===== config.mk =====
export PLATFORM = sky130hd
export DESIGN_NAME = axi4_default_slave_responder
export DESIGN_NICKNAME = d
export VERILOG_FILES = /design/src/rtl/axi4_resp_pkg.sv /design/src/rtl/axi4_default_slave_responder.sv
export SDC_FILE = /design/constraint.sdc
export NUM_CORES = 1
export LEC_CHECK = 0
export CORE_UTILIZATION = 40
export CTS_CLUSTER_SIZE = 30
export DETAILED_ROUTE_END_ITERATION = 8
export GPL_TIMING_DRIVEN = 0
export MAX_ROUTING_LAYER = met4
export PLACE_DENSITY = 0.81
export SLEW_MARGIN = 40
export SYNTH_ARGS = -nofsm -noshare
export SYNTH_HDL_FRONTEND = slang
export SYNTH_SLANG_ARGS = --single-unit

===== constraint.sdc =====
create_clock -name aclk -period 3.5 [get_ports aclk]
set_input_delay 0.35 -clock aclk [delete_from_list [all_inputs] [get_ports aclk]]
set_output_delay 0.35 -clock aclk [all_outputs]
set_load 0.05 [all_outputs]

===== src/rtl/axi4_resp_pkg.sv =====
// Shared AXI4 response codes and state encodings for the default slave responder.
package axi4_resp_pkg;

  localparam logic [1:0] RESP_OKAY   = 2'b00;
  localparam logic [1:0] RESP_EXOKAY = 2'b01;
  localparam logic [1:0] RESP_SLVERR = 2'b10;
  localparam logic [1:0] RESP_DECERR = 2'b11;

  typedef enum logic [1:0] {
    W_IDLE = 2'd0,
    W_DATA = 2'd1,
    W_RESP = 2'd2
  } w_state_t;

  typedef enum logic {
    R_IDLE = 1'b0,
    R_DATA = 1'b1
  } r_state_t;

  // Denied accesses answer SLVERR; anything that decoded to no slave answers DECERR.
  function automatic logic [1:0] err_resp(input logic perm_err);
    return perm_err ? RESP_SLVERR : RESP_DECERR;
  endfunction

endpackage


===== src/rtl/axi4_default_slave_responder.sv =====
// Terminating AXI4 slave for decode-error traffic: drains writes, returns zero reads,
// answers SLVERR/DECERR and keeps a saturating error count plus the last offending address.
module axi4_default_slave_responder
  import axi4_resp_pkg::*;
#(
  parameter int ID_WIDTH   = 4,
  parameter int ADDR_WIDTH = 40,
  parameter int DATA_WIDTH = 64,
  parameter int CNT_WIDTH  = 16
) (
  input  logic                  aclk,
  input  logic                  areset,
  input  logic                  awvalid,
  output logic                  awready,
  input  logic [ID_WIDTH-1:0]   awid,
  input  logic [ADDR_WIDTH-1:0] awaddr,
  input  logic [7:0]            awlen,
  input  logic                  aw_perm_err,
  input  logic                  wvalid,
  output logic                  wready,
  input  logic                  wlast,
  output logic                  bvalid,
  input  logic                  bready,
  output logic [ID_WIDTH-1:0]   bid,
  output logic [1:0]            bresp,
  input  logic                  arvalid,
  output logic                  arready,
  input  logic [ID_WIDTH-1:0]   arid,
  input  logic [ADDR_WIDTH-1:0] araddr,
  input  logic [7:0]            arlen,
  input  logic                  ar_perm_err,
  output logic                  rvalid,
  input  logic                  rready,
  output logic [ID_WIDTH-1:0]   rid,
  output logic [DATA_WIDTH-1:0] rdata,
  output logic [1:0]            rresp,
  output logic                  rlast,
  output logic [CNT_WIDTH-1:0]  err_count,
  output logic [ADDR_WIDTH-1:0] last_err_addr,
  output logic                  wlast_mismatch
);

  w_state_t   w_state, w_next;
  r_state_t   r_state, r_next;
  logic [7:0] aw_len;
  logic [8:0] beat_cnt;
  logic [7:0] beats_left;
  logic       aw_hs, w_hs, b_hs, ar_hs, r_hs;
  logic [1:0] inc;

  function automatic logic [CNT_WIDTH-1:0] sat_add(input logic [CNT_WIDTH-1:0] a,
                                                   input logic [1:0] b);
    logic [CNT_WIDTH:0] s;
    s = {1'b0, a} + {{(CNT_WIDTH-1){1'b0}}, b};
    return s[CNT_WIDTH] ? {CNT_WIDTH{1'b1}} : s[CNT_WIDTH-1:0];
  endfunction

  assign aw_hs = awvalid && awready;
  assign w_hs  = wvalid && wready;
  assign b_hs  = bvalid && bready;
  assign ar_hs = arvalid && arready;
  assign r_hs  = rvalid && rready;
  assign inc   = {1'b0, aw_hs} + {1'b0, ar_hs};
  assign rdata = '0;

  always_comb begin
    w_next = w_state;
    case (w_state)
      W_IDLE:  if (aw_hs) w_next = W_DATA;
      W_DATA:  if (w_hs && wlast) w_next = W_RESP;
      W_RESP:  if (b_hs) w_next = W_IDLE;
      default: w_next = W_IDLE;
    endcase
  end

  // Handshake outputs are decoded from the next state so they leave the flops cleanly.
  always_ff @(posedge aclk) begin
    if (areset) begin
      w_state        <= W_IDLE;
      awready        <= 1'b1;
      wready         <= 1'b0;
      bvalid         <= 1'b0;
      bid            <= '0;
      bresp          <= '0;
      aw_len         <= '0;
      beat_cnt       <= '0;
      wlast_mismatch <= 1'b0;
    end else begin
      w_state        <= w_next;
      awready        <= (w_next == W_IDLE);
      wready         <= (w_next == W_DATA);
      bvalid         <= (w_next == W_RESP);
      wlast_mismatch <= 1'b0;
      if (aw_hs) begin
        bid      <= awid;
        bresp    <= err_resp(aw_perm_err);
        aw_len   <= awlen;
        beat_cnt <= '0;
      end else if (w_hs) begin
        if (beat_cnt != 9'h1FF) beat_cnt <= beat_cnt + 9'd1;
        if (wlast) wlast_mismatch <= (beat_cnt != {1'b0, aw_len});
      end
    end
  end

  always_comb begin
    r_next = r_state;
    case (r_state)
      R_IDLE:  if (ar_hs) r_next = R_DATA;
      R_DATA:  if (r_hs && rlast) r_next = R_IDLE;
      default: r_next = R_IDLE;
    endcase
  end

  // rlast is precomputed one beat ahead so it is a plain register output.
  always_ff @(posedge aclk) begin
    if (areset) begin
      r_state    <= R_IDLE;
      arready    <= 1'b1;
      rvalid     <= 1'b0;
      rlast      <= 1'b0;
      rid        <= '0;
      rresp      <= '0;
      beats_left <= '0;
    end else begin
      r_state <= r_next;
      arready <= (r_next == R_IDLE);
      rvalid  <= (r_next == R_DATA);
      if (ar_hs) begin
        rid        <= arid;
        rresp      <= err_resp(ar_perm_err);
        beats_left <= arlen;
        rlast      <= (arlen == 8'd0);
      end else if (r_hs) begin
        if (rlast) begin
          rlast <= 1'b0;
        end else begin
          beats_left <= beats_left - 8'd1;
          rlast      <= (beats_left == 8'd1);
        end
      end
    end
  end

  always_ff @(posedge aclk) begin
    if (areset) begin
      err_count     <= '0;
      last_err_addr <= '0;
    end else begin
      err_count <= sat_add(err_count, inc);
      if (aw_hs)      last_err_addr <= awaddr;
      else if (ar_hs) last_err_addr <= araddr;
    end
  end

endmodule

# == After elaboration in Yosys (flattened, before gate mapping) ==
# Index checks and enable logic that the tools add are counted.
# totals
in_bits,114
reg_bits,102
out_inout_bits,139
elab_cells,67
# classes
n_eq_ne,8
n_addsub,4
bitwise,4
n_reduce_logical,16
mux,18
# ops
op,n
40-bit 2-to-1 mux,2
8-bit 2-to-1 mux,3
16-bit by 2-bit adder with 17-bit output,1
16-bit 2-to-1 mux,1
"9-bit by 1-bit adder with 9-bit output, second input constant",1
9-bit by 8-bit != test with 1-bit output,1
"9-bit != test, second input constant",1
"8-bit by 1-bit equality test with 1-bit output, second input constant",1
8-bit logical NOT,1
"8-bit by 1-bit subtractor with 8-bit output, second input constant",1
1-bit logical AND,7
1-bit 2-to-1 mux,7
2-bit 2-to-1 mux,3
2-bit case mux with 3 select lines,1
"2-bit by 1-bit equality test with 1-bit output, second input constant",2
"2-bit equality test, second input constant",2
2-bit logical NOT,2
1-bit inverter,4
2-bit AND reduction,2
2-bit nonzero test,2
4-bit OR reduction,1
1-bit by 1-bit adder with 2-bit output,1
"2-bit by 1-bit != test with 1-bit output, second input constant",1
1-bit case mux with 2 select lines,1
2-bit OR reduction,1

# == Logic depth before layout (Yosys ltp) ==
# logic_depth
word_depth,5
depth_mapped,13

# == Worst setup path before layout ==
# OpenSTA, ideal clock, no wires.
# synth_timing
path_kind,register to register
start,register awready
end,register err_count[1]
path_stages_with_launch,14
period_less_slack_ns,2.972
arrival_ns,2.840
n_path_buf,3
setup_slack_ns,0.528
path_cell_list,dfxtp_1 -> nand2_1 -> clkbuf_1 -> clkbuf_1 -> xnor2_1 -> ha_1 -> a31oi_1 -> inv_1 -> ha_1 -> nand3_1 -> nor2_1 -> nand4_1 -> clkbuf_1 -> a21oi_1
# synth_between
elab_chain_cells,4
# synth_lines
item,line_no,source
start: declaration,axi4_default_slave_responder.sv:14,"output logic awready,"
start signal: assignment,axi4_default_slave_responder.sv:90,awready <= (w_next == W_IDLE);
1-bit logical AND,axi4_default_slave_responder.sv:58,assign aw_hs = awvalid && awready;
1-bit by 1-bit adder with 2-bit output,axi4_default_slave_responder.sv:63,"assign inc = {1'b0, aw_hs} + {1'b0, ar_hs};"
16-bit by 2-bit adder with 17-bit output,axi4_default_slave_responder.sv:54,"s = {1'b0, a} + {{(CNT_WIDTH-1){1'b0}}, b};"
16-bit 2-to-1 mux,axi4_default_slave_responder.sv:55,return s[CNT_WIDTH] ? {CNT_WIDTH{1'b1}} : s[CNT_WIDTH-1:0];
end signal: assignment,axi4_default_slave_responder.sv:150,"err_count <= sat_add(err_count, inc);"
end: declaration,axi4_default_slave_responder.sv:38,"output logic [CNT_WIDTH-1:0] err_count,"
# Every way passes these cells.
# A chain may end at the register's enable or synchronous reset.

# == Worst setup path in the final report ==
# layout_timing
start,input awvalid
end,register err_count[9]
# layout_between
elab_chain_cells,4
# layout_lines
item,line_no,source
start: declaration,axi4_default_slave_responder.sv:13,"input logic awvalid,"
1-bit logical AND,axi4_default_slave_responder.sv:58,
1-bit by 1-bit adder with 2-bit output,axi4_default_slave_responder.sv:63,
16-bit by 2-bit adder with 17-bit output,axi4_default_slave_responder.sv:54,
16-bit 2-to-1 mux,axi4_default_slave_responder.sv:55,
# Every way passes these cells.

==> metrics.md <==
| Metric | Value |
|---|---|
| Post-synth EDFFs | `0` |
| CP max FO | `13` |
| Worst setup path endpoint | `err_count[9]` |
| Max clock buf depth | `2` |
| Pwr Density | `445 mW/mm²` |
| Post-synthesis cell area | `0.00486 mm²` |
| Vias per inst | `4.77` |
| # port buffers | `between 150 and 200` |
| Clock Skews | `just over 0.009 ns` |
| Fin util | `0.641` |
| I/O pin count | `about 250` |
| Final worst path period need | `3.14 ns` |
| H-tree levels | `3` |
| Fin Setup TNS | `0 ns` |
| DIE HEIGHT | `112 µm` |
| Wire length per cell | `14.0 µm` |
| Setup violations, final | `0` |
| Crit start category | `input pin` |
| Critical Path Max Stage Delay | `around 0.50 ns` |
| # clock sinks | `between 100 and 150` |
| CP Capture Type | `flip-flop` |
| Worst slew pin tran | `0.661 ns` |
| Clock root buffer | `clkbuf_16` |
| Inserted Diodes | `0` |
| Synth warn | `0` |
| Synthesized flop and latch total | `around 100` |
| Critical path depth | `13` |
| Die area | `between 0.01 and 0.015 mm²` |
| DRC | `12` |
| Final WS setup | `0.358 ns` |
| Final Cell Area | `0.00745 mm²` |
| Fin. Hold Viols | `0` |
| WS Path Type | `in -> reg` |
| Max capacitance violation total | `0` |
| Starting density of the core | `0.419` |
| Post-CTS Setup Inserts | `0` |
| Leak pwr | `slightly below 3 nW` |
| Required @ worst endpoint | `3.69 ns` |
| CTS tree | `yes` |
| Pin count of the biggest net entering global routing | `15` |
| Worst-path clk slew | `around 0.06 ns` |
| Reg2reg end | `err_count[9]` |
| Drt pass-1 iters | `7` |
| Cts bufs inserted | `9` |
| Worst Setup SP | `awvalid` |
| Area after DPL | `between 0.007 and 0.008 mm²` |
| Total GRT Usage | `0.238` |
| GP Congestion | `a little over 0.8` |
| Main synth FF type | `dfxtp_1` |
| Most frequent cells in the layout | `clkdlybuf4s50_1, nand2_1, dfxtp_1, nor2_1` |
| GR Overflow Total | `0` |
| R2r startpoint | `awready` |
| Vias in the first global route | `4702` |
| RSZ-0062 raised after global routing | `false` |
| CP arrival | `~3.3 ns` |
| Hold Crit Class | `reg -> reg` |
| R2r setup slk | `around 0.5 ns` |
| Chip width | `around 110 µm` |
| Reg2reg path depth | `12` |
| Failing checks | `design-rule violations` |
| Syn Area/Cell | `around 8.0 µm²` |
| Worst-skew pair later-pin latency | `roughly 0.34 ns` |
| Slew Viols, Final | `0` |
| Cells after Synth | `606` |
| Via count | `a little under 5000` |
| HPWL after detailed placement | `10900 µm` |
| Buf/Inv on CP | `4` |
| Normalized max-slew margin | `0.559` |
| Tcrit/Tclk final | `0.898` |
| Commonest non-fill, non-tap cell in the layout | `clkdlybuf4s50_1` |
| Slowest cell on the critical path | `clkdlybuf4s50_1` |
| First-iteration detailed-routing DRC count | `around 380` |
| Critical Path, Cell by Cell | `clkdlybuf4s50_1 > nand2_1 > clkbuf_2 > xnor2_1 > ha_1 > a31oi_1 > inv_1 > ha_1 > nand3_1 > nor2_2 > nand4_1 > clkbuf_2 > a21oi_1` |
| Fmax | `around 320 MHz` |
| Maximum vdd drop | `0.278 mV` |
| Asr flop ratio synth | `0` |
| Final nets | `986` |
| Ratio of cells with drive above 1 in the final layout | `0.0955` |
| Final WL | `between 10000 and 15000 µm` |
| First-pass GRT wire length | `between 20000 and 25000 µm` |
| Pre-CTS WS | `-0.496 ns` |
| Post-synthesis sequential area ratio | `0.420` |
| Largest delay share family, worst path | `buffers and inverters` |
| Netlist cell types | `36` |
| Post-route ant nets | `0` |
| Initial antenna violation count | `0` |
| Row cnt | `39` |
| Area Overhead vs Synth | `53.1%` |
| Core area | `about 0.012 mm²` |
| Outcome | `finished, violations left` |
## worst min-delay path by stage
stage                from      to  slack [ns]  cells past startpoint
2_1_floorplan  w_state[1]  wready        0.44                      1
3_3_place_gp       bid[1]  bid[1]        0.44                      2
3_5_place_dp       bid[2]  bid[2]        0.45                      2
4_1_cts            bid[3]  bid[3]        0.46                      2
5_1_grt            bid[3]  bid[3]        0.47                      2
6_report           bid[3]  bid[3]        0.46                      2
## kinds of logic (layout without fill, tap and decap cells)
logic type / Yosys count / in the layout / synth area share
fa+ha+maj: 6 / 6 / 0.0154
other cells: 1 / 64 / 0.000771
buf+inv: 112 / 312 / 0.136
compound gates: 99 / 99 / 0.145
xor+xnor: 30 / 30 / 0.0540
simple gates: 256 / 256 / 0.229
flops: 102 / 102 / 0.420
## final cells by class
cell class	count	area [µm²]
inverters	9	33.8
well taps	143	179
plain buffers	102	626
fillers	1019	4170
clock inverters	1	30.0
clock buffers	13	260
multi-input cells	455	2400
repair buffers	187	1870
flip-flops and latches	102	2040
## sequential cells by signal (all words and copies together) (netlist names)
| signal | cells |
|---|---|
| arready | 1 |
| rlast | 1 |
| bresp | 2 |
| w_state | 2 |
| bvalid | 1 |
| bid | 4 |
| err_count | 16 |
| aw_len | 8 |
| awready | 1 |
| wready | 1 |
| beats_left | 8 |
| r_state | 1 |
| rresp | 2 |
| rid | 4 |
| wlast_mismatch | 1 |
| beat_cnt | 9 |
| last_err_addr | 40 |
## power by group
part | switching (mW) | internal, mW | total, mW
sequential | 0.0602 | 1.25 | 1.31
clock | 0.409 | 0.586 | 0.996
combinational | 0.638 | 0.371 | 1.01
total | 1.11 | 2.20 | 3.31
## worst reg2reg max path: cells and delay by family, from the launching register on
| family | cells | cell delay [ns] |
|---|---|---|
| compound gates | 2 | 0.47 |
| simple gates | 4 | 0.72 |
| xor+xnor | 1 | 0.18 |
| buf+inv | 3 | 0.67 |
| flops | 1 | 0.37 |
| fa+ha+maj | 2 | 0.44 |
## metal layers
metal / routed length (µm) / track usage
met3: 1140 / 0.0632
met5: 0 / -
met2: 6950 / 0.393
met4: 325 / 0.0880
met1: 5770 / 0.278
## metrics by stage
| stage | instances | total power [mW] | hold WS (ns) |
|---|---|---|---|
| 2_1_floorplan | 669 | 1.99 | 0.441 |
| 3_3_place_gp | 999 | 2.33 | 0.442 |
| 3_5_place_dp | 999 | 2.34 | 0.448 |
| 4_1_cts | 1013 | 3.33 | 0.457 |
| 5_1_grt | 1012 | 3.45 | 0.471 |
| 6_report | 1012 | 3.31 | 0.456 |
## cells in the mapped netlist (2+ instances only)
cell type    n  area, µm²
nand4b_1     2       17.5
nand3b_1     4       30.0
a2111oi_0    2       17.5
dfxtp_1    102       2040
and2_1       4       25.0
nand2_1    132        495
nor3_1       9       45.0
xnor2_1     23        201
xor2_1       7       61.3
nand3_1     11       55.1
ha_1         6       75.1
inv_1        8       30.0
buf_1        4       15.0
a31oi_1      3       18.8
and4b_1      2       20.0
nor4_1       5       31.3
or3_1        2       12.5
a21oi_1     38        190
and3b_1      2       17.5
a311oi_1    44        385
nand4_1      4       25.0
buf_4       64        480
a211oi_1     9       67.6
and3_1       3       18.8
nor2_1      70        263
clkbuf_1    35        131
and4_1       2       17.5
## repair_timing
item | CTS | global route
endpoints found under the hold margin | 0 | 0
resized for setup | 1 | 3
hold buffers | 0 | 0
endpoints found under the setup margin | 10 | 13
Power figures use the tool's default switching activity.
